===== src/rtl/i2c_resp_pkg.sv =====
// Shared types and bus constants for the I2C target responder.
// Latency: n/a (types and constants only).
// Backpressure: n/a.
package i2c_resp_pkg;

  typedef enum logic [2:0] {
    IDLE,
    ADDR,
    ADDR_ACK,
    WR_PTR,
    WR_DATA,
    RD_DATA,
    RD_ACK,
    IGNORE
  } state_t;

  localparam logic ACK      = 1'b0;
  localparam logic NACK     = 1'b1;
  localparam logic RW_WRITE = 1'b0;
  localparam logic RW_READ  = 1'b1;

endpackage


===== src/rtl/i2c_target_responder_line_sync.sv =====
// Synchronizes SCL/SDA into clk and decodes SCL edges plus START/STOP.
// Latency: pin change appears as an event 2 clk later, acted on at the 3rd edge.
// Backpressure: none; events are single-cycle pulses and must be consumed.
module i2c_line_sync (
  input  logic clk,
  input  logic rst_n,
  input  logic scl_i,
  input  logic sda_i,
  output logic scl_rise,
  output logic scl_fall,
  output logic start_det,
  output logic stop_det,
  output logic sda_s
);

  logic scl_q1, scl_q2, scl_q3;
  logic sda_q1, sda_q2, sda_q3;

  // Two-flop synchronizer plus one history stage; reset to the idle-bus level
  // so leaving reset never fabricates an edge or bus condition.
  always_ff @(posedge clk) begin
    if (!rst_n) begin
      scl_q1 <= 1'b1;
      scl_q2 <= 1'b1;
      scl_q3 <= 1'b1;
      sda_q1 <= 1'b1;
      sda_q2 <= 1'b1;
      sda_q3 <= 1'b1;
    end else begin
      scl_q1 <= scl_i;
      scl_q2 <= scl_q1;
      scl_q3 <= scl_q2;
      sda_q1 <= sda_i;
      sda_q2 <= sda_q1;
      sda_q3 <= sda_q2;
    end
  end

  assign scl_rise  =  scl_q2 & ~scl_q3;
  assign scl_fall  = ~scl_q2 &  scl_q3;
  // SDA moving while SCL is stably high is a bus condition, not data.
  assign start_det =  scl_q2 & scl_q3 &  sda_q3 & ~sda_q2;
  assign stop_det  =  scl_q2 & scl_q3 & ~sda_q3 &  sda_q2;
  assign sda_s     =  sda_q2;

endmodule


===== src/rtl/i2c_target_responder.sv =====
// I2C target serving a DEPTH-byte register file with an auto-incrementing pointer.
// Latency: bus events act 3 clk after the pin edge; SDA drive changes only on SCL fall.
// Backpressure: never stretches SCL; rx_valid is a one-cycle pulse with no ready.
module i2c_target_responder
  import i2c_resp_pkg::*;
#(
  parameter logic [6:0] SLAVE_ADDR = 7'h50,
  parameter int         DEPTH      = 16,
  localparam int        PW         = $clog2(DEPTH)
) (
  input  logic          clk,
  input  logic          rst_n,
  input  logic          scl_i,
  input  logic          sda_i,
  output logic          sda_o,
  output logic          sda_t,
  output logic          busy,
  output logic          rx_valid,
  output logic [PW-1:0] rx_ptr,
  output logic [7:0]    rx_data
);

  logic scl_rise, scl_fall, start_det, stop_det, sda_s;

  i2c_line_sync u_sync (
    .clk       (clk),
    .rst_n     (rst_n),
    .scl_i     (scl_i),
    .sda_i     (sda_i),
    .scl_rise  (scl_rise),
    .scl_fall  (scl_fall),
    .start_det (start_det),
    .stop_det  (stop_det),
    .sda_s     (sda_s)
  );

  state_t        state, state_nxt;
  logic [3:0]    cnt, cnt_nxt;
  logic [7:0]    shreg, shreg_nxt;
  logic [PW-1:0] ptr, ptr_nxt;
  logic          rw, rw_nxt;
  logic          sda_t_nxt, busy_nxt, rx_valid_nxt;
  logic [PW-1:0] rx_ptr_nxt;
  logic [7:0]    rx_data_nxt;
  logic          mem_we;
  logic [7:0]    mem [DEPTH];

  logic [7:0]    rx_byte;
  logic [PW-1:0] ptr_inc;
  logic [7:0]    rd_cur, rd_inc;

  assign sda_o   = 1'b0;
  assign rx_byte = {shreg[6:0], sda_s};
  assign ptr_inc = ptr + 1'b1;   // DEPTH is a power of two, so this wraps
  assign rd_cur  = mem[ptr];
  assign rd_inc  = mem[ptr_inc];

  // Next-state and output decode; STOP outranks START, which outranks bit work.
  always_comb begin
    state_nxt    = state;
    cnt_nxt      = cnt;
    shreg_nxt    = shreg;
    ptr_nxt      = ptr;
    rw_nxt       = rw;
    sda_t_nxt    = sda_t;
    busy_nxt     = busy;
    rx_valid_nxt = 1'b0;
    rx_ptr_nxt   = rx_ptr;
    rx_data_nxt  = rx_data;
    mem_we       = 1'b0;
    if (stop_det) begin
      state_nxt = IDLE;
      cnt_nxt   = 4'd0;
      sda_t_nxt = 1'b1;
      busy_nxt  = 1'b0;
    end else if (start_det) begin
      state_nxt = ADDR;
      cnt_nxt   = 4'd0;
      sda_t_nxt = 1'b1;
      busy_nxt  = 1'b0;
    end else begin
      case (state)
        IDLE: ;
        ADDR: begin
          if (scl_rise) begin
            shreg_nxt = rx_byte;
            cnt_nxt   = cnt + 4'd1;
            if (cnt == 4'd7) begin
              cnt_nxt = 4'd0;
              if (rx_byte[7:1] == SLAVE_ADDR) begin
                state_nxt = ADDR_ACK;
                busy_nxt  = 1'b1;
                rw_nxt    = rx_byte[0];
              end else begin
                state_nxt = IGNORE;
              end
            end
          end
        end
        // First fall pulls SDA low; the following fall ends the ACK clock.
        ADDR_ACK: begin
          if (scl_fall) begin
            if (sda_t) begin
              sda_t_nxt = ACK;
            end else if (rw == RW_READ) begin
              shreg_nxt = rd_cur;
              sda_t_nxt = rd_cur[7];
              cnt_nxt   = 4'd0;
              state_nxt = RD_DATA;
            end else begin
              sda_t_nxt = 1'b1;
              cnt_nxt   = 4'd0;
              state_nxt = WR_PTR;
            end
          end
        end
        // cnt==8 is the ACK clock of the byte just received.
        WR_PTR, WR_DATA: begin
          if (cnt == 4'd8) begin
            if (scl_fall) begin
              if (sda_t) begin
                sda_t_nxt = ACK;
              end else begin
                sda_t_nxt = 1'b1;
                cnt_nxt   = 4'd0;
                state_nxt = WR_DATA;
              end
            end
          end else if (scl_rise) begin
            shreg_nxt = rx_byte;
            cnt_nxt   = cnt + 4'd1;
            if (cnt == 4'd7) begin
              if (state == WR_PTR) begin
                ptr_nxt = rx_byte[PW-1:0];
              end else begin
                mem_we       = 1'b1;
                rx_valid_nxt = 1'b1;
                rx_ptr_nxt   = ptr;
                rx_data_nxt  = rx_byte;
                ptr_nxt      = ptr_inc;
              end
            end
          end
        end
        RD_DATA: begin
          if (scl_fall) begin
            if (cnt == 4'd7) begin
              sda_t_nxt = 1'b1;
              cnt_nxt   = 4'd0;
              state_nxt = RD_ACK;
            end else begin
              cnt_nxt   = cnt + 4'd1;
              shreg_nxt = {shreg[6:0], 1'b0};
              sda_t_nxt = shreg[6];
            end
          end
        end
        // cnt==0: waiting for the master's ACK bit; cnt==1: ACKed, drive MSB on fall.
        RD_ACK: begin
          if (cnt == 4'd0) begin
            if (scl_rise) begin
              ptr_nxt = ptr_inc;
              if (sda_s == ACK) begin
                shreg_nxt = rd_inc;
                cnt_nxt   = 4'd1;
              end else begin
                state_nxt = IGNORE;
              end
            end
          end else if (scl_fall) begin
            sda_t_nxt = shreg[7];
            cnt_nxt   = 4'd0;
            state_nxt = RD_DATA;
          end
        end
        IGNORE:  sda_t_nxt = 1'b1;
        default: state_nxt = IDLE;
      endcase
    end
  end

  // State and output registers.
  always_ff @(posedge clk) begin
    if (!rst_n) begin
      state    <= IDLE;
      cnt      <= 4'd0;
      shreg    <= 8'd0;
      ptr      <= '0;
      rw       <= RW_WRITE;
      sda_t    <= 1'b1;
      busy     <= 1'b0;
      rx_valid <= 1'b0;
      rx_ptr   <= '0;
      rx_data  <= 8'd0;
    end else begin
      state    <= state_nxt;
      cnt      <= cnt_nxt;
      shreg    <= shreg_nxt;
      ptr      <= ptr_nxt;
      rw       <= rw_nxt;
      sda_t    <= sda_t_nxt;
      busy     <= busy_nxt;
      rx_valid <= rx_valid_nxt;
      rx_ptr   <= rx_ptr_nxt;
      rx_data  <= rx_data_nxt;
    end
  end

  // Register file: cleared by reset, written in the same clk as rx_valid.
  always_ff @(posedge clk) begin
    if (!rst_n) begin
      for (int i = 0; i < DEPTH; i++) mem[i] <= 8'd0;
    end else if (mem_we) begin
      mem[ptr] <= rx_byte;
    end
  end

endmodule


===== config.mk =====
export PLATFORM = sky130hd
export DESIGN_NAME = i2c_target_responder
export DESIGN_NICKNAME = d
export VERILOG_FILES = /design/src/rtl/i2c_resp_pkg.sv /design/src/rtl/i2c_target_responder_line_sync.sv /design/src/rtl/i2c_target_responder.sv
export SDC_FILE = /design/constraint.sdc
export NUM_CORES = 1
export LEC_CHECK = 0
export BUFFER_PORTS_ARGS = -buffer_cell sky130_fd_sc_hd__buf_2
export CORE_MARGIN = 2
export CORE_UTILIZATION = 50
export CTS_CLUSTER_SIZE = 40
export DETAILED_ROUTE_END_ITERATION = 8
export GPL_TIMING_DRIVEN = 1
export MAX_ROUTING_LAYER = met4
export PLACE_DENSITY = 0.63
export SLEW_MARGIN = 20
export SYNTH_ARGS = -nofsm -noshare
export SYNTH_HDL_FRONTEND = slang
export SYNTH_SLANG_ARGS = --single-unit

===== constraint.sdc =====
create_clock -name clk -period 5.27 [get_ports clk]
set_input_delay 0.527 -clock clk [delete_from_list [all_inputs] [get_ports clk]]
set_output_delay 0.527 -clock clk [all_outputs]
set_load 0.005 [all_outputs]

==> results of run 1 <==
power by group:
group	internal, mW	switching, mW
sequential	1.52	0.0640
combinational	0.166	0.325
clock	0.605	0.547
worst register-to-register path, cell delays in order, from the launching register on:
cell	delay, ns
dfxtp_1	0.84
nor3b_1	0.45
and3_1	0.65
nand3b_1	0.55
o21ai_0	1.04
final timing paths:
path | startpoint | endpoint | slack [ns] | depth (start not counted)
worst max-delay path | state[2] | mem[10][1] | 1.37 | 4
worst min-delay path | scl_i | u_sync.scl_q1 | 0.28 | 2
worst max register to register | state[2] | mem[10][1] | 1.37 | 4
worst min register to register | u_sync.scl_q1 | u_sync.scl_q2 | 0.42 | 1
area by class of cell:
cell class | instances | area share [%]
Multi-Input combinational cell | 514 | 42.7
Clock inverter | 13 | 0.914
Clock buffer | 19 | 4.27
Sequential cell | 173 | 46.9
Inverter | 15 | 0.556
Timing Repair Buffer | 30 | 1.78
Tap cell | 234 | 2.89
flip-flops by register name, summed over array words and instances, names as in the netlist, named ones only:
| name | flops |
|---|---|
| cnt | 4 |
| u_sync.sda_s | 1 |
| rx_data | 8 |
| shreg | 8 |
| busy | 1 |
| u_sync.scl_q2 | 1 |
| state | 3 |
| mem | 128 |
| ptr | 4 |
| rx_ptr | 4 |
| rw | 1 |
| rx_valid | 1 |
| u_sync.sda_q3 | 1 |
| u_sync.scl_q1 | 1 |
| u_sync.sda_q1 | 1 |
| sda_t | 1 |
| u_sync.scl_q3 | 1 |
kinds of logic (layout without fill, tap and decap cells):
logic type               after synthesis  count (layout)  synth area share, %
AND/OR/NAND/NOR                      272             272                 16.2
flip-flops                           173             173                 50.3
AO/OA/AOI/OAI                        135             135                 9.47
multiplexers                          97              97                 18.9
buffers and inverters                 84              77                 3.98
adder cells (fa/ha/maj)                6               6                0.796
XOR/XNOR                               3               3                0.358
other                                  1               1               0.0398
cells in the final DEF, fill, tap and decap left out, drive strengths merged, types with 3 or more instances in the layout:
| master | Yosys | layout |
|---|---|---|
| mux2 | 18 | 18 |
| edfxtp | 128 | 128 |
| nor3b | 4 | 4 |
| mux2i | 16 | 16 |
| mux4 | 63 | 63 |
| nand2b | 11 | 11 |
| inv | 14 | 18 |
| buf | 28 | 30 |
| ha | 6 | 6 |
| a22oi | 4 | 4 |
| and2 | 112 | 112 |
| a211oi | 4 | 4 |
| a31oi | 8 | 8 |
| or3 | 3 | 3 |
| clkinv | 1 | 8 |
| o22ai | 7 | 7 |
| nand3b | 7 | 7 |
| nand3 | 8 | 8 |
| dfxtp | 45 | 45 |
| clkbuf | 41 | 19 |
| nor3 | 23 | 23 |
| nor2 | 45 | 45 |
| nand2 | 45 | 45 |
| a21oi | 43 | 43 |
| a221oi | 7 | 7 |
| o21ai | 37 | 37 |
| nor2b | 4 | 4 |
| a2111oi | 4 | 4 |
| o31ai | 4 | 4 |
through the flow:
| stage | cells | setup WS (ns) |
|---|---|---|
| floorplan | 771 | 2.41 |
| global placement | 966 | 1.66 |
| detailed placement | 966 | 1.35 |
| CTS | 998 | 1.37 |
| global route | 998 | 1.10 |
| finish | 998 | 1.37 |
routing by layer:
metal / GRT usage, % / vias up / routed length (um)
met3: 5.13 / 53 / 1830
met1: 36.6 / 3230 / 10700
met5: - / - / 0
met2: 41.5 / 331 / 11900
li1: - / 2832 / -
met4: 9.74 / 0 / 735
==> reports/results.ini, run 1 <==
[clock_tree]
hold_buffers=0
clock-sinks=173
clock_path_buffers=2
cts_resized=0
cts_tree=yes
clk_latency_ns=0.44
numCtsBuffers=17
clk_pin_slew_ns=0.07
cts_root_buf=clkbuf_16
ctsHtreeMaxLevel=4
cts_setup_buffers=0

[timing]
rsz0062_at_grt=no
clock.fmax_mhz=256
relSlewSlack_pct=24.3
finalClockSkew_ns=0.00864
period_needed_ns=3.90
timing.final.crit_share_pct=74.1
tightest_slew_ns=1.12
whs_ns=0.276
drv_slew=0
timing.setup.tns_ns=0
finalHoldViolCount=0
setup_viol=0

[finish]
multi_input_area_sq_um=4320
final_net_count=761
fin_util_pct=54.5
layout-drive-gt1-share_pct=21.6
diodes=0
final_cell_area_sq_um=10100
area_delta_synth_final_pct=7.38
n_fill_cell=1527
seq_area_sq_um=4750

[setup_path]
cp_data_arrival_time_ns=3.96
cp_max_fo=24
crit_required_ns=5.32
worstSetupPathType=reg2reg
crit_family=simple AND/OR/NAND/NOR gates
end_kind=flip-flop
crit_buf_inv=0
worstPathCellList=nor3b_1 > and3_1 > nand3b_1 > o21ai_0
critPathLaunchType=flip-flop
crit_slowest_cell=o21ai_0
cpPeakStageDelay_ns=1.03

[yosys]
yosys.area.top_type_share_pct=40.8
yosysSeqAreaShare_pct=50.3
synth_warnings=0
synth_ff_type=edfxtp_1
netlist_instances=771
yosysMostFrequentCell=edfxtp_1
async_flop_share_pct=0
synth.area.top_cells=edfxtp_1 41%, mux4_2 15%, dfxtp_1 9.6%, and2_1 7.4%, a21oi_1 2.3%
yosysTopAreaCell=edfxtp_1
syn_avg_cell_area_sq_um=12.2
synth_area_sq_um=9430
synthesis.nets=781
synthTopCellsByCount=128 x edfxtp_1, 112 x and2_1, 63 x mux4_2, 45 x dfxtp_1, 45 x nand2_1
synth-edff-count=128
synth_cell_types=66
ys_ff_latch=173

[route]
drc=0
drt-total-wl_um=25100
viasPerCell=6.46
dr.pass1.iters=5
drt_iter0_drc=808
wire_per_inst_um=25.2
detail-route-antenna-nets=0
via_count=6446

[die]
io_pins=20
die_y_um=141
core_area_sq_um=18600
start_util_pct=50.8
die-area_sq_um=20000
rows=50
die_w_um=141

[placement]
dp_hpwl_um=16700
placed_area_sq_um=9590
routabilityCongestion=0.928
port_buffers=18

[global_routing]
grt-ovfl-total=0
grt_pass1_vias=6345
track_usage_pct=27.1
grt_max_degree=38
grt_pass1_wl_um=38600
antenna_found_initial=0

[power]
p_per_area_nw_per_um2=318
p_total_mw=3.22
power.leakage_nw=3.40
peakVddDrop_mv=0.247

[run_status]
status=finished clean

[flow_run]
drv_cap=0

[hold_path]
hold_class=in2reg

(Power assumes the default switching activity.)
==> run 2, diff against run 1 <==
--- a/config.mk
+++ b/config.mk
@@ -5,6 +5,7 @@
 export SDC_FILE = /design/constraint.sdc
 export NUM_CORES = 1
 export LEC_CHECK = 0
+export ABC_AREA = 1
 export BUFFER_PORTS_ARGS = -buffer_cell sky130_fd_sc_hd__buf_2
 export CORE_MARGIN = 2
 export CORE_UTILIZATION = 50
==> constraint.sdc (replaced) <==
create_clock -name clk -period 3.6 [get_ports clk]
set_input_delay 0.36 -clock clk [delete_from_list [all_inputs] [get_ports clk]]
set_output_delay 0.36 -clock clk [all_outputs]
set_load 0.005 [all_outputs]
==> run 2 against run 1 <==
Net effect:
- clock skew up 0.0064 ns
- sequential power increased by 46%
- die area increased by 5.3%
- sequential cell count unchanged
- non-clock buffer count increased by 9
- clock-buffer cell count is 2 lower
- register-to-register slack worse by 0.27 ns
- critical endpoint is now mem[2][5]
==> reports/results.ini, run 2 <==
[run_status]
status=finished clean  ; unchanged

[die]
start_util_pct=51.1  ; was 50.8%
core_area_sq_um=19500  ; was 18600 sq um
die_y_um=145  ; was 141 um
die-area_sq_um=21000  ; was 20000 sq um
die_w_um=145  ; was 141 um
io_pins=20  ; unchanged
rows=51  ; was 50

[timing]
clock.fmax_mhz=400  ; was 256 MHz
setup_slack_ns=1.10  ; was 1.37 ns
timing.setup.tns_ns=0  ; unchanged
finalHoldViolCount=0  ; unchanged
finalClockSkew_ns=0.0150  ; was 0.00864 ns
whs_ns=0.110  ; was 0.276 ns
relSlewSlack_pct=28.8  ; was 24.3%
drv_slew=0  ; unchanged
setup_viol=0  ; unchanged
rsz0062_at_grt=no  ; unchanged
tightest_slew_ns=1.06  ; was 1.12 ns
timing.final.crit_share_pct=69.5  ; was 74.1%
period_needed_ns=2.50  ; was 3.90 ns

[route]
drc=0  ; unchanged
viasPerCell=5.49  ; was 6.46
dr.pass1.iters=6  ; was 5
drt_iter0_drc=1186  ; was 808
drt-total-wl_um=30200  ; was 25100 um
wire_per_inst_um=18.3  ; was 25.2 um
detail-route-antenna-nets=0  ; unchanged
via_count=9038  ; was 6446

[clock_tree]
hold_buffers=0  ; unchanged
cts_root_buf=clkbuf_16  ; unchanged
cts_setup_buffers=0  ; unchanged
clk_latency_ns=0.44  ; about the same
ctsHtreeMaxLevel=4  ; unchanged
clock-sinks=173  ; unchanged
cts_tree=yes  ; unchanged
clk_pin_slew_ns=0.07  ; about the same
cts_resized=0  ; unchanged
clock_path_buffers=2  ; unchanged
numCtsBuffers=17  ; unchanged

[yosys]
yosys.area.top_type_share_pct=38.6  ; was 40.8%
synth_area_sq_um=9950  ; was 9430 sq um
synth.area.top_cells=edfxtp_1 39%, nand2_1 16%, nand3_1 12%, dfxtp_1 9.1%, nor2_1 6.8%  ; was edfxtp_1 41%, mux4_2 15%, dfxtp_1 9.6%, and2_1 7.4%, a21oi_1 2.3%
synth_cell_types=30  ; was 66
synthesis.nets=1392  ; was 781
synth-edff-count=128  ; unchanged
yosysSeqAreaShare_pct=47.7  ; was 50.3%
async_flop_share_pct=0  ; unchanged
synth_warnings=0  ; unchanged
synthTopCellsByCount=416 x nand2_1, 241 x nand3_1, 180 x nor2_1, 171 x inv_1, 128 x edfxtp_1  ; was 128 x edfxtp_1, 112 x and2_1, 63 x mux4_2, 45 x dfxtp_1, 45 x nand2_1
synth_ff_type=edfxtp_1  ; unchanged
syn_avg_cell_area_sq_um=7.20  ; was 12.2 sq um
ys_ff_latch=173  ; unchanged
yosysMostFrequentCell=nand2_1  ; was edfxtp_1
netlist_instances=1382  ; was 771
yosysTopAreaCell=edfxtp_1  ; unchanged

[flow_run]
drv_cap=0  ; unchanged

[setup_path]
worstSetupPathType=reg2reg  ; unchanged
cp_max_fo=9  ; was 24
end_kind=flip-flop  ; unchanged
crit_required_ns=3.70  ; was 5.32 ns
critPathLaunchType=flip-flop  ; unchanged
cp_data_arrival_time_ns=2.60  ; was 3.96 ns

[finish]
n_fill_cell=1910  ; was 1527
diodes=0  ; unchanged
regMostFlops=mem  ; unchanged
seq_area_sq_um=4750  ; about the same
fin_util_pct=55.7  ; was 54.5%
area_delta_synth_final_pct=8.96  ; was 7.38%
final_cell_mix=416 x nand2_1, 241 x nand3_1, 180 x nor2_1, 170 x inv_1, 128 x edfxtp_1  ; was 128 x edfxtp_1, 112 x and2_1, 63 x mux4_2, 45 x nand2_1
multi_input_area_sq_um=4230  ; was 4320 sq um
largest_register_ffs=128  ; unchanged
layout-drive-gt1-share_pct=8.04  ; was 21.6%
reg_top3=mem: 128 flops, rx_data: 8 flops, shreg: 8 flops  ; unchanged
layout_commonest_cell=nand2_1  ; was edfxtp_1
final_net_count=1378  ; was 761

[placement]
routabilityCongestion=0.885  ; was 0.928
port_buffers=18  ; unchanged
place_ws_ns=1.15  ; was 1.35 ns
dp_hpwl_um=19700  ; was 16700 um

[hold_path]
hold_class=in2reg  ; unchanged

[power]
power.leakage_nw=4.83  ; was 3.40 nW
peakVddDrop_mv=0.326  ; was 0.247 mV
p_per_area_nw_per_um2=506  ; was 318 nW/um^2
p_total_mw=5.49  ; was 3.22 mW

[global_routing]
track_usage_pct=29.8  ; was 27.1%
grt_pass1_wl_um=46900  ; was 38600 um
grt-ovfl-total=0  ; unchanged
grt_max_degree=73  ; was 38
antenna_found_initial=0  ; unchanged
grt_pass1_vias=8259  ; was 6345

[run 2: cell types whose count changed after synthesis, sizes merged, moves of 11 or more]
| cell | delta |
|---|---|
| mux2i | -16 |
| and2 | -111 |
| a21oi | -20 |
| nand2b | -11 |
| nor2 | +143 |
| mux4 | -63 |
| nand2 | +391 |
| inv | +161 |
| nor3 | -22 |
| mux2 | -18 |
| nand3 | +233 |
[run 2: final cells by class]
cell class | count | share of cell area, %
well taps | 265 | 3.06
repair buffers | 39 | 2.29
inverters | 180 | 6.23
clock buffers | 17 | 3.93
clock inverters | 15 | 1.67
multi-input cells | 957 | 39.0
flip-flops and latches | 173 | 43.8
[run 2: power by group]
part / leakage (nW) / switching, mW / total (mW) / internal (mW)
Clock: 0.295 / 0.837 / 1.94 / 1.10
Combinational: 2.85 / 0.891 / 1.24 / 0.348
Sequential: 1.69 / 0.0780 / 2.31 / 2.23
Total: 4.83 / 1.81 / 5.49 / 3.68
[run 2: final timing paths]
kind | start | endpoint | cells past startpoint | slack, ns
worst min-delay path | scl_i | u_sync.scl_q1 | 2 | 0.11
worst min register to register | u_sync.sda_q1 | u_sync.sda_s | 1 | 0.41
worst max-delay path | cnt[0] | mem[2][5] | 9 | 1.10
worst max register to register | cnt[0] | mem[2][5] | 9 | 1.10
[run 2: stage by stage]
| step | instances | cell area [sq um] |
|---|---|---|
| after floorplan | 1382 | 9950 |
| after global placement | 1614 | 10200 |
| after detailed placement | 1614 | 10200 |
| after CTS | 1646 | 10800 |
| after global routing | 1646 | 10800 |
| final | 1646 | 10800 |
[run 2: cells by family (layout without fill, tap and decap cells)]
group | count (synthesis) | after routing | synth area share [%]
AND/OR/NAND/NOR | 879 | 879 | 37.6
AO/OA/AOI/OAI | 66 | 66 | 3.67
other | 1 | 1 | 0.0377
buffers and inverters | 252 | 251 | 9.79
XOR/XNOR | 5 | 5 | 0.440
flip-flops | 173 | 173 | 47.7
adder cells (fa/ha/maj) | 6 | 6 | 0.755
[run 2: critical path, cell delays in order (launching register included)]
cell and delay, ns:
dfxtp_1 0.43, ha_1 0.22, nand2_1 0.08, nor2_2 0.18, nand3_1 0.15, nor2_4 0.13
nand2_4 0.11, nor2_4 0.33, nand2_2 0.20, nand2_1 0.34
[run 2: per-layer routing]
metal,global-route usage [%],up-vias,routed length [um]
met3,4.75,78,2510
met5,-,-,0
met2,44.8,469,13500
met1,40.6,4129,13000
met4,12.2,0,1130
li1,-,4362,-
==> run 3, diff against run 2 <==
==> constraint.sdc (replaced) <==
create_clock -name clk -period 2.4 [get_ports clk]
set_input_delay 0.24 -clock clk [delete_from_list [all_inputs] [get_ports clk]]
set_output_delay 0.24 -clock clk [all_outputs]
set_load 0.005 [all_outputs]
==> run 3 against run 2 <==
Net effect:
- global-route usage grew 0.71 points
- sequential share of layout area shrank 1.2 points
- cell count grew 2.1%
- non-clock buffer count grew 35
- critical path depth is the same
- sequential cell count is the same
- power grew 51%
- core utilization grew 1.6 points
- clock skew shrank 0.0041 ns
- sequential power grew 49%
- clock power grew 48%
- register-to-register slack lost 0.91 ns
- critical path type unchanged
- highest routed layer unchanged
==> reports/results.ini, run 3 (synthesis results as in run 2) <==
[finish]
seq_area_sq_um=4750  ; unchanged
final_cell_mix=414 x nand2_1, 241 x nand3_1, 180 x nor2_1, 171 x inv_1, 128 x edfxtp_1  ; was 416 x nand2_1, 241 x nand3_1, 180 x nor2_1, 170 x inv_1, 128 x edfxtp_1
reg_top3=mem: 128 flops, rx_data: 8 flops, shreg: 8 flops  ; unchanged
layout_commonest_cell=nand2_1  ; unchanged
diodes=0  ; unchanged
layout-drive-gt1-share_pct=10.2  ; was 8.04%
area_delta_synth_final_pct=12.0  ; was 8.96%
final_cell_area_sq_um=11100  ; was 10800 sq um
regMostFlops=mem  ; unchanged
largest_register_ffs=128  ; unchanged
final_net_count=1413  ; was 1378
multi_input_area_sq_um=4230  ; about the same
n_fill_cell=1854  ; was 1910

[global_routing]
track_usage_pct=30.5  ; was 29.8%
grt-ovfl-total=0  ; unchanged
antenna_found_initial=0  ; unchanged
grt_pass1_vias=8403  ; was 8259
grt_pass1_wl_um=47700  ; was 46900 um
grt_max_degree=50  ; was 73

[clock_tree]
clk_latency_ns=0.44  ; about the same
clock_path_buffers=2  ; unchanged
clock-sinks=173  ; unchanged
cts_setup_buffers=0  ; unchanged
cts_tree=yes  ; unchanged
numCtsBuffers=17  ; unchanged
ctsHtreeMaxLevel=4  ; unchanged
cts_root_buf=clkbuf_16  ; unchanged
clk_pin_slew_ns=0.07  ; about the same

[setup_path]
crit_required_ns=2.50  ; was 3.70 ns
worstSetupPathType=reg2reg  ; unchanged
cp_data_arrival_time_ns=2.32  ; was 2.60 ns
end_kind=flip-flop  ; unchanged
cp_max_fo=8  ; was 9
critPathLaunchType=flip-flop  ; unchanged

[route]
viasPerCell=5.44  ; was 5.49
drc=0  ; unchanged
drt-total-wl_um=30800  ; was 30200 um
dr.pass1.iters=6  ; unchanged
detail-route-antenna-nets=0  ; unchanged
wire_per_inst_um=18.3  ; about the same
drt_iter0_drc=1132  ; was 1186
via_count=9140  ; was 9038

[timing]
finalHoldViolCount=0  ; unchanged
period_needed_ns=2.22  ; was 2.50 ns
timing.final.crit_share_pct=92.4  ; was 69.5%
tightest_slew_ns=0.693  ; was 1.06 ns
setup_slack_ns=0.183  ; was 1.10 ns
drv_slew=0  ; unchanged
finalClockSkew_ns=0.0109  ; was 0.0150 ns
rsz0062_at_grt=no  ; unchanged
timing.setup.tns_ns=0  ; unchanged
clock.fmax_mhz=451  ; was 400 MHz
setup_viol=0  ; unchanged
relSlewSlack_pct=53.6  ; was 28.8%

[die]
core_area_sq_um=19500  ; unchanged
rows=51  ; unchanged
die_y_um=145  ; unchanged
die_w_um=145  ; unchanged
die-area_sq_um=21000  ; unchanged
io_pins=20  ; unchanged
start_util_pct=51.1  ; unchanged

[placement]
placed_area_sq_um=10500  ; was 10200 sq um
dp_hpwl_um=21200  ; was 19700 um
routabilityCongestion=0.984  ; was 0.885
port_buffers=18  ; unchanged
place_ws_ns=0.201  ; was 1.15 ns

[flow_run]
drv_cap=0  ; unchanged

[power]
p_per_area_nw_per_um2=744  ; was 506 nW/um^2
power.leakage_nw=5.00  ; was 4.83 nW
peakVddDrop_mv=0.499  ; was 0.326 mV

[run_status]
status=finished clean  ; unchanged

[hold_path]
hold_class=in2reg  ; unchanged

run 3: cell count changes in the layout (fill, tap and decap cells not counted), sizes merged:
cell and delta:
buf +33, clkinv -2, dlygate4sd3 +2, clkbuf +5
bufinv -3
run 3: cell type report:
class | count | area share [%]
clock buffer | 22 | 4.75
clock inverter | 10 | 0.775
inverter | 180 | 6.06
multi-input combinational | 957 | 38.0
sequential | 173 | 42.6
tap | 265 | 2.98
timing repair buffer | 74 | 4.85
run 3: worst paths after layout:
| check | from | end | slack [ns] | depth (start not counted) |
|---|---|---|---|---|
| worst max register to register | cnt[1] | mem[15][2] | 0.18 | 9 |
| worst min register to register | u_sync.scl_q1 | u_sync.scl_q2 | 0.41 | 1 |
| worst min-delay path | rst_n | rx_valid | 0.20 | 3 |
| worst max-delay path | cnt[1] | mem[15][2] | 0.18 | 9 |
run 3: critical path, cell delays in order (launching register included):
cell     delay [ns]
dfxtp_1        0.43
ha_1           0.21
nand2_1        0.08
nor2_2         0.11
nand3_1        0.13
nor2_4         0.13
nand2_4        0.11
nor2_4         0.29
nand2_2        0.11
nand2_1        0.28
run 3: power breakdown:
part / switching, mW / internal (mW) / total, mW
clock network: 1.28 / 1.60 / 2.88
logic: 1.39 / 0.575 / 1.97
registers: 0.101 / 3.35 / 3.45
run 3: timing repair:
action / in CTS / in global routing
hold buffers: 2 / 0
gates resized for setup: 0 / 2
endpoints found under the setup margin: 0 / 12
hold endpoints to repair: 2 / 0
run 3: routing by layer:
layer  wire [um]  vias to the layer above  track usage (%)
met5           0                        -                -
met4        1270                        0             12.9
met3        2880                       79             5.69
met2       13200                      447             43.5
met1       13400                     4181             42.9
li1            -                     4433                -
run 3: metrics by stage:
step	power, mW	hold WS (ns)	util (%)	std cells
final	8.30	0.204	57.3	1681
after CTS	8.28	0.198	57.2	1681
after detailed placement	5.44	0.400	54.0	1647
after global placement	5.44	0.399	54.0	1647
after global routing	8.69	0.204	57.3	1681
after floorplan	4.82	0.347	-	1382
